File: src/rtl/sdp_ram_axis_reader.sv
// sdp_ram_axis_reader
//   Reader end of the simple dual-port LUTRAM. A burst command (base address,
//   length minus one) is accepted in IDLE; the module then walks the RAM's
//   asynchronous read port one address per cycle and streams the words out on
//   an AXI-Stream master, holding the output word stable under backpressure.
//
// Ports
//   clk            rising-edge clock
//   rst_n          asynchronous active-low reset
//   cmd_valid      burst command request
//   cmd_ready      high in IDLE; command taken on cmd_valid && cmd_ready
//   cmd_addr       first RAM address of the burst
//   cmd_len        burst length minus one (all ones = whole RAM)
//   rd_addr        RAM read address (combinational read)
//   rd_data        RAM read data for rd_addr, same cycle
//   m_axis_tdata   stream data
//   m_axis_tvalid  stream valid
//   m_axis_tready  stream ready
//   m_axis_tlast   high on the final word of a burst
//   busy           high whenever a burst is in progress

module sdp_ram_axis_reader #(
    parameter int DATA_WIDTH = 32,
    parameter int ADDR_WIDTH = 4
) (
    input  logic                  clk,
    input  logic                  rst_n,
    input  logic                  cmd_valid,
    output logic                  cmd_ready,
    input  logic [ADDR_WIDTH-1:0] cmd_addr,
    input  logic [ADDR_WIDTH-1:0] cmd_len,
    output logic [ADDR_WIDTH-1:0] rd_addr,
    input  logic [DATA_WIDTH-1:0] rd_data,
    output logic [DATA_WIDTH-1:0] m_axis_tdata,
    output logic                  m_axis_tvalid,
    input  logic                  m_axis_tready,
    output logic                  m_axis_tlast,
    output logic                  busy
);

    typedef enum logic [1:0] {
        IDLE  = 2'd0,
        RUN   = 2'd1,
        DRAIN = 2'd2
    } state_t;

    state_t state, state_next;

    logic [ADDR_WIDTH-1:0] rd_ptr;
    logic [ADDR_WIDTH-1:0] remaining;

    logic [DATA_WIDTH-1:0] tdata_p1;
    logic                  vld_p1;
    logic                  tlast_p1;

    logic cmd_fire;
    logic load;
    logic drain_done;

    // State register
    always_ff @(posedge clk or negedge rst_n) begin
        if (!rst_n) begin
            state <= IDLE;
        end else begin
            state <= state_next;
        end
    end

    // Next-state and control decode
    always_comb begin
        state_next = state;
        cmd_ready  = 1'b0;
        busy       = 1'b1;
        cmd_fire   = 1'b0;
        load       = 1'b0;
        drain_done = 1'b0;
        case (state)
            IDLE: begin
                cmd_ready = 1'b1;
                busy      = 1'b0;
                if (cmd_valid) begin
                    cmd_fire   = 1'b1;
                    state_next = RUN;
                end
            end
            RUN: begin
                // The output register can take a new word when it is empty
                // or its current word is being consumed this edge.
                if (!vld_p1 || m_axis_tready) begin
                    load = 1'b1;
                    if (remaining == '0) begin
                        state_next = DRAIN;
                    end
                end
            end
            DRAIN: begin
                if (vld_p1 && m_axis_tready) begin
                    drain_done = 1'b1;
                    state_next = IDLE;
                end
            end
            default: begin
                state_next = IDLE;
            end
        endcase
    end

    // Stage p0 -> p1: RAM read data captured into the stream output register
    always_ff @(posedge clk or negedge rst_n) begin
        if (!rst_n) begin
            rd_ptr    <= '0;
            remaining <= '0;
            tdata_p1  <= '0;
            vld_p1    <= 1'b0;
            tlast_p1  <= 1'b0;
        end else begin
            if (cmd_fire) begin
                rd_ptr    <= cmd_addr;
                remaining <= cmd_len;
            end
            if (load) begin
                tdata_p1  <= rd_data;
                vld_p1    <= 1'b1;
                tlast_p1  <= (remaining == '0);
                // Pointer wraps naturally at the top of the RAM.
                rd_ptr    <= rd_ptr + ADDR_WIDTH'(1);
                remaining <= remaining - ADDR_WIDTH'(1);
            end
            if (drain_done) begin
                vld_p1   <= 1'b0;
                tlast_p1 <= 1'b0;
            end
        end
    end

    assign rd_addr       = rd_ptr;
    assign m_axis_tdata  = tdata_p1;
    assign m_axis_tvalid = vld_p1;
    assign m_axis_tlast  = tlast_p1;

endmodule
File: config.mk
export PLATFORM = sky130hd
export DESIGN_NAME = sdp_ram_axis_reader
export DESIGN_NICKNAME = d
export VERILOG_FILES = /design/src/rtl/sdp_ram_axis_reader.sv
export SDC_FILE = /design/constraint.sdc
export NUM_CORES = 1
export LEC_CHECK = 0
export CORE_MARGIN = 8
export CORE_UTILIZATION = 41
export DETAILED_ROUTE_END_ITERATION = 12
export PLACE_DENSITY = 0.79
export SYNTH_ARGS = -nofsm -noshare
export SYNTH_HDL_FRONTEND = slang
export SYNTH_SLANG_ARGS = --single-unit
File: constraint.sdc
create_clock -name clk -period 2.05 [get_ports clk]
set_input_delay 0.5125 -clock clk [delete_from_list [all_inputs] [get_ports clk]]
set_output_delay 0.5125 -clock clk [all_outputs]
set_load 0.02 [all_outputs]
==> results of run 1 <==
-- per-layer routing --
layer | vias to the layer above | part of all wire | wire (um) | GRT usage
met5 | - | 0 | 0 | 0
met4 | 0 | 0.0078 | 38 | 0.0377
met3 | 4 | 0.064 | 309 | 0.0469
met2 | 55 | 0.48 | 2340 | 0.245
met1 | 781 | 0.45 | 2170 | 0.174
li1 | 833 | - | - | -
-- state kept, by name, indices dropped and copies added (netlist names) --
register and flops:
m_axis_tdata 32, rd_addr 4, remaining 4, state 2, m_axis_tlast 1, m_axis_tvalid 1
-- power breakdown --
part	internal, W	switching, W	leakage, nW
clock network	0.000274	0.000279	0.0445
logic	0.000766	0.000838	0.813
registers	0.00115	0.000174	0.527
-- synthesized netlist by cell type --
master      n
a211o_1     1
a21oi_1     3
a221o_1     1
a22oi_1     2
a31oi_1     1
and2b_1     2
and3_1      1
buf_2       3
buf_4       3
buf_6       1
dfrtp_1    44
ha_1        2
inv_1       6
mux2i_1     1
nand2_1   104
nand2b_1    3
nand3_1     2
nand3b_1    1
nand4_1     1
nor2_1      4
nor2_2      1
nor3_1      1
nor3b_1     2
nor4b_1     1
o21a_1      2
o21ai_0     5
o21ai_1     1
o21ai_2     1
o21ai_4     1
o221a_1     2
or3b_4      1
-- final cells by class --
class / instances / share of cell area
clock buffers: 7 / 0.0299
clock inverters: 1 / 0.00260
inverters: 6 / 0.00781
multi-input cells: 147 / 0.242
flip-flops and latches: 44 / 0.382
well taps: 52 / 0.0226
repair buffers: 92 / 0.313
-- through the flow --
| stage | hold WS, ns | area, um2 | utilization | setup WS [ns] |
|---|---|---|---|---|
| final | 0.250 | 2880 | 0.658 | 0.191 |
| after global routing | 0.289 | 2880 | 0.658 | 0.106 |
| after CTS | 0.261 | 2880 | 0.658 | 0.172 |
| after detailed placement | 0.461 | 2790 | 0.637 | 0.0267 |
| after global placement | 0.456 | 2790 | 0.637 | 0.0608 |
| after floorplan | 0.217 | 1870 | - | 0.538 |
-- final timing paths --
path                                                    from                      endpoint  slack [ns]  cells past startpoint
worst max-delay path               m_axis_tvalid$_DFFE_PN0P_                 m_axis_tvalid        0.19                      1
worst min-delay path                                   rst_n   m_axis_tdata[5]$_DFFE_PN0P_        0.25                      1
worst max register to register          state[1]$_DFFE_PN0P_      remaining[3]$_DFFE_PN0P_        0.53                      4
worst min register to register  m_axis_tdata[10]$_DFFE_PN0P_  m_axis_tdata[10]$_DFFE_PN0P_        0.48                      2
max in group asynchronous                              rst_n  m_axis_tdata[22]$_DFFE_PN0P_        1.21                      2
min in group clk                m_axis_tdata[10]$_DFFE_PN0P_  m_axis_tdata[10]$_DFFE_PN0P_        0.48                      2
-- cell families (layout without fill, tap and decap cells) --
logic type | after synthesis | in the layout | synth area share
flip-flops | 44 | 44 | 0.589
buffers and inverters | 13 | 106 | 0.0381
multiplexers | 1 | 1 | 0.00535
adder cells (fa/ha/maj) | 2 | 2 | 0.0134
AND/OR/NAND/NOR | 124 | 124 | 0.276
AO/OA/AOI/OAI | 20 | 20 | 0.0789
==> run_results.csv, run 1 <==
group,metric,value,unit
run_status,status,"finished, final reports clean",
clock_tree,clockBufferDepth,2,
logic_synthesis,netlist.area_leader.share,0.589,
finish,area_delta_synth_final,54.2,%
die,die_w,83.5,um
logic_synthesis,avgSynthCellArea,9.17,um2
route,vias,1673,
sta,worst_pin_slew,0.667,ns
route,drc,0,
logic_synthesis,synthTopCellsByArea,"dfrtp_1 (59%), nand2_1 (21%), ha_1 (1.3%)",
clock_tree,root_buffer,"clkbuf_8",
placed_design,io_buffers,83,
setup_path,cp.required,1.54,ns
logic_synthesis,syn-cell-area,1870,um2
grt,grt_pass1_wl,8540,um
logic_synthesis,ys_ff_latch,44,
finish,layout_common_cells,"nand2_1 (104), clkdlybuf4s50_1 (80), dfrtp_1 (44)",
grt,grt-ovfl-total,0,
die,die_h,83.5,um
power,peakVddDrop,0.629,mV
route,viasPerCell,4.79,
clock_tree,ctsResizeCount,2,
clock_tree,cts.reportedPaths.clkPinSlew,0.08,ns
setup_path,slowest_stage,"clkdlybuf4s50_1",
placed_design,globalplace.congestion,0.804,
finish,drive_gt1_frac,0.0707,
setup_path,cp_cell_sequence,"clkdlybuf4s50_1",
sta,setup_viol,0,
finish,regArea,1100,um2
setup_path,crit_family,"buffers and inverters",
setup_path,path_buf_inv,1,
sta,drv_slew,0,
setup_path,slowest_delay,0.64,ns
sta,fin_worst_skew,0.00498,ns
hold_path,hold_path.class,"in2async",
clock_tree,clk_latency,0.29,ns
setup_path,start_kind,"register",
grt,grt_max_degree,31,
logic_synthesis,synth_fp_nets,250,
route,drt_iter0_markers,75,
placed_design,dp_cells,341,
sta,slew-limit-headroom,0.555,
job,max_cap_violations,0,
finish,nNetsFinal,342,
die,std_cell_rows,24,
route,drtAntennaViolNets,0,
setup_path,worstSetupEndpointType,"output pin",
finish,final_common_cell,"nand2_1",
sta,fmax,0.538,GHz
logic_synthesis,synth_cell_types,31,
route,drtPass1Iterations,4,
sta,rsz0062_at_grt,"no",
grt,grt_pass1_vias,1820,
power,power-per-cell-area,1210,nW/um2
logic_synthesis,yosysTopAreaCell,"dfrtp_1",
finish,stdcell_count,349,
route,avgRoutedWirePerCell,13.9,um
sta,fin_setup_tns,0,ns
clock_tree,cts_sinks,44,
sta,final-hold-violation-count,0,
grt,gr-usage-all-layers,0.146,
clock_tree,cts_tree,"yes",
setup_path,critPathMaxFanout,7,
logic_synthesis,yosysWarnings,0,
clock_tree,hold_buffers,0,
die,initial_core_util,0.427,
sta,period_minus_slack,1.86,ns
power,p_leak,1.39,nW
placed_design,dp_hpwl,3790,um
clock_tree,h-tree-depth,2,
finish,multiInputGateArea,698,um2
setup_path,cp.arrival,1.35,ns
power,finalPower,0.00348,W
route,finalWirelength,4860,um
logic_synthesis,synth-seq-area-share,0.589,
finish,diodes,0,
finish,nFillCells,389,
die,core,4380,um2
setup_path,worstSetupPathType,"reg2out",
logic_synthesis,syn_inst,204,
die,io_pins,84,
die,floorplan.die_area,6980,um2
sta,timing.final.crit_share,0.907,
grt,antenna_found_initial,0,
clock_tree,numCtsBuffers,5,
clock_tree,post_cts_buffers,0,
(Power assumes the default switching activity.)
==> run 2, diff against run 1 <==
Settings changed: PLACE_DENSITY 0.79 to 0.86.
==> run 2 against run 1 <==
Compared with the run above: core utilization up 0.26 points; clock power down 1%; routed wire length up 0.66%; non-clock buffer count unchanged; worst hold slack worse by 0.070 ns; worst setup slack worse by 0.027 ns; cell area up 0.39%; via count down 0.96%; critical path depth unchanged; maximum frequency down 1.5%.
==> run_results.csv, run 2 (same netlist as run 1, synthesis figures left out) <==
group,metric,value,unit
grt,grt-ovfl-total,0,
route,vias,1657,
sta,final-hold-violation-count,0,
finish,multiInputGateArea,698,um2
sta,fin_worst_skew,0.00883,ns
setup_path,critPathMaxFanout,7,
power,combPwrFrac,0.467,
finish,final_common_cell,"nand2_1",
sta,setup_ws,0.163,ns
clock_tree,h-tree-depth,2,
grt,gr-usage-all-layers,0.149,
sta,timing.final.crit_share,0.920,
clock_tree,cts_tree,"yes",
route,drtPass1Iterations,4,
grt,grt_max_degree,25,
finish,drive_gt1_frac,0.0741,
clock_tree,clk_latency,0.29,ns
finish,nNetsFinal,342,
die,floorplan.die_area,6980,um2
setup_path,slowest_delay,0.64,ns
die,die_w,83.5,um
route,finalWirelength,4900,um
finish,layout_common_cells,"nand2_1 (104), clkdlybuf4s50_1 (80), dfrtp_1 (44)",
setup_path,crit_family,"buffers and inverters",
setup_path,worstSetupEndpointType,"output pin",
die,io_pins,84,
route,drt_iter0_markers,46,
sta,setup_viol,0,
finish,largest_register_ff_count,32,
route,viasPerCell,4.75,
setup_path,worstSetupPathType,"reg2out",
finish,nFillCells,374,
power,peakVddDrop,0.626,mV
placed_design,globalplace.congestion,0.833,
power,finalPower,0.00349,W
power,power-per-cell-area,1210,nW/um2
die,core,4380,um2
clock_tree,numCtsBuffers,5,
sta,fmax,0.530,GHz
clock_tree,root_buffer,"clkbuf_8",
hold_path,hold_path.class,"in2async",
finish,area_delta_synth_final,54.8,%
setup_path,start_kind,"register",
power,p_seq_frac,0.377,
grt,grt_pass1_vias,1792,
route,drc,0,
finish,final_area,2900,um2
power,clock_power_share,0.156,
setup_path,cp.arrival,1.37,ns
placed_design,post-place-ws,0.0440,ns
power,p_int,0.00220,W
die,die_h,83.5,um
route,drtAntennaViolNets,0,
finish,diodes,0,
setup_path,slowest_stage,"clkdlybuf4s50_1",
setup_path,cp_cell_sequence,"clkdlybuf4s50_1",
clock_tree,post_cts_buffers,0,
placed_design,io_buffers,83,
power,p_leak,1.40,nW
die,initial_core_util,0.427,
power,p_sw,0.00129,W
grt,antenna_found_initial,0,
sta,drv_slew,0,
sta,worst_pin_slew,0.502,ns
grt,grt_pass1_wl,8760,um
setup_path,path_buf_inv,1,
placed_design,dp_hpwl,3860,um
route,avgRoutedWirePerCell,14.0,um
sta,slew-limit-headroom,0.665,
placed_design,postPlaceCellArea,2810,um2
run_status,status,"finished, final reports clean",
die,std_cell_rows,24,
sta,fin_setup_tns,0,ns
clock_tree,clockBufferDepth,2,
finish,regArea,1100,um2
sta,period_minus_slack,1.89,ns
job,max_cap_violations,0,
setup_path,cp.required,1.54,ns
clock_tree,cts.reportedPaths.clkPinSlew,0.08,ns
power,netSwitchingFraction,0.371,
clock_tree,cts_sinks,44,
sta,rsz0062_at_grt,"no",
## run 2: power groups by stage
stage | sequential (W) | clock, W | combinational, W
3_5_place_dp | 0.00133 | 0 | 0.00166
3_3_place_gp | 0.00132 | 0 | 0.00163
2_1_floorplan | 0.00162 | 0 | 0.000555
6_report | 0.00132 | 0.000545 | 0.00163
5_1_grt | 0.00136 | 0.000600 | 0.00180
4_1_cts | 0.00132 | 0.000568 | 0.00166
## run 2: final cells by class
class | count | area share
inverters | 6 | 0.00778
flip-flops and latches | 44 | 0.380
repair buffers | 92 | 0.316
well taps | 52 | 0.0225
clock inverters | 2 | 0.00346
clock buffers | 6 | 0.0285
multi-input cells | 147 | 0.241
## run 2: timing repair
| action | in CTS | in global routing |
|---|---|---|
| gates resized for setup | 2 | 0 |
| endpoints found under the setup margin | 2 | 0 |
| hold buffers | 0 | 0 |
## run 2: final timing paths
path / endpoint / slack (ns) / start / cells after the start
max: m_axis_tvalid / 0.16 / m_axis_tvalid$_DFFE_PN0P_ / 1
min: m_axis_tdata[10]$_DFFE_PN0P_ / 0.18 / rst_n / 1
max reg2reg: rd_addr[1]$_DFFE_PN0P_ / 0.51 / state[0]$_DFFE_PN0P_ / 6
min reg2reg: m_axis_tdata[1]$_DFFE_PN0P_ / 0.48 / m_axis_tdata[1]$_DFFE_PN0P_ / 2
max in group asynchronous: m_axis_tdata[13]$_DFFE_PN0P_ / 1.36 / rst_n / 2
min in group clk: m_axis_tdata[1]$_DFFE_PN0P_ / 0.48 / m_axis_tdata[1]$_DFFE_PN0P_ / 2
## run 2: metrics by stage
stage / hold slack [ns] / cells / util
6_report: 0.180 / 349 / 0.660
5_1_grt: 0.214 / 349 / 0.660
4_1_cts: 0.197 / 349 / 0.660
3_5_place_dp: 0.461 / 341 / 0.640
3_3_place_gp: 0.456 / 341 / 0.640
2_1_floorplan: 0.217 / 204 / -
## run 2: worst register-to-register path, stage by stage, from the launching register on
cell	delay [ns]
dfrtp_1	0.38
buf_4	0.16
and2b_1	0.18
nand2_1	0.25
buf_4	0.28
nor2_1	0.06
a31oi_1	0.15
## run 2: per-layer routing
| metal | GRT usage | vias up | wire length (um) |
|---|---|---|---|
| met5 | 0 | - | 0 |
| met4 | 0.0377 | 0 | 27 |
| met3 | 0.0527 | 4 | 365 |
| met2 | 0.238 | 50 | 2360 |
| met1 | 0.186 | 768 | 2140 |
| li1 | - | 835 | - |
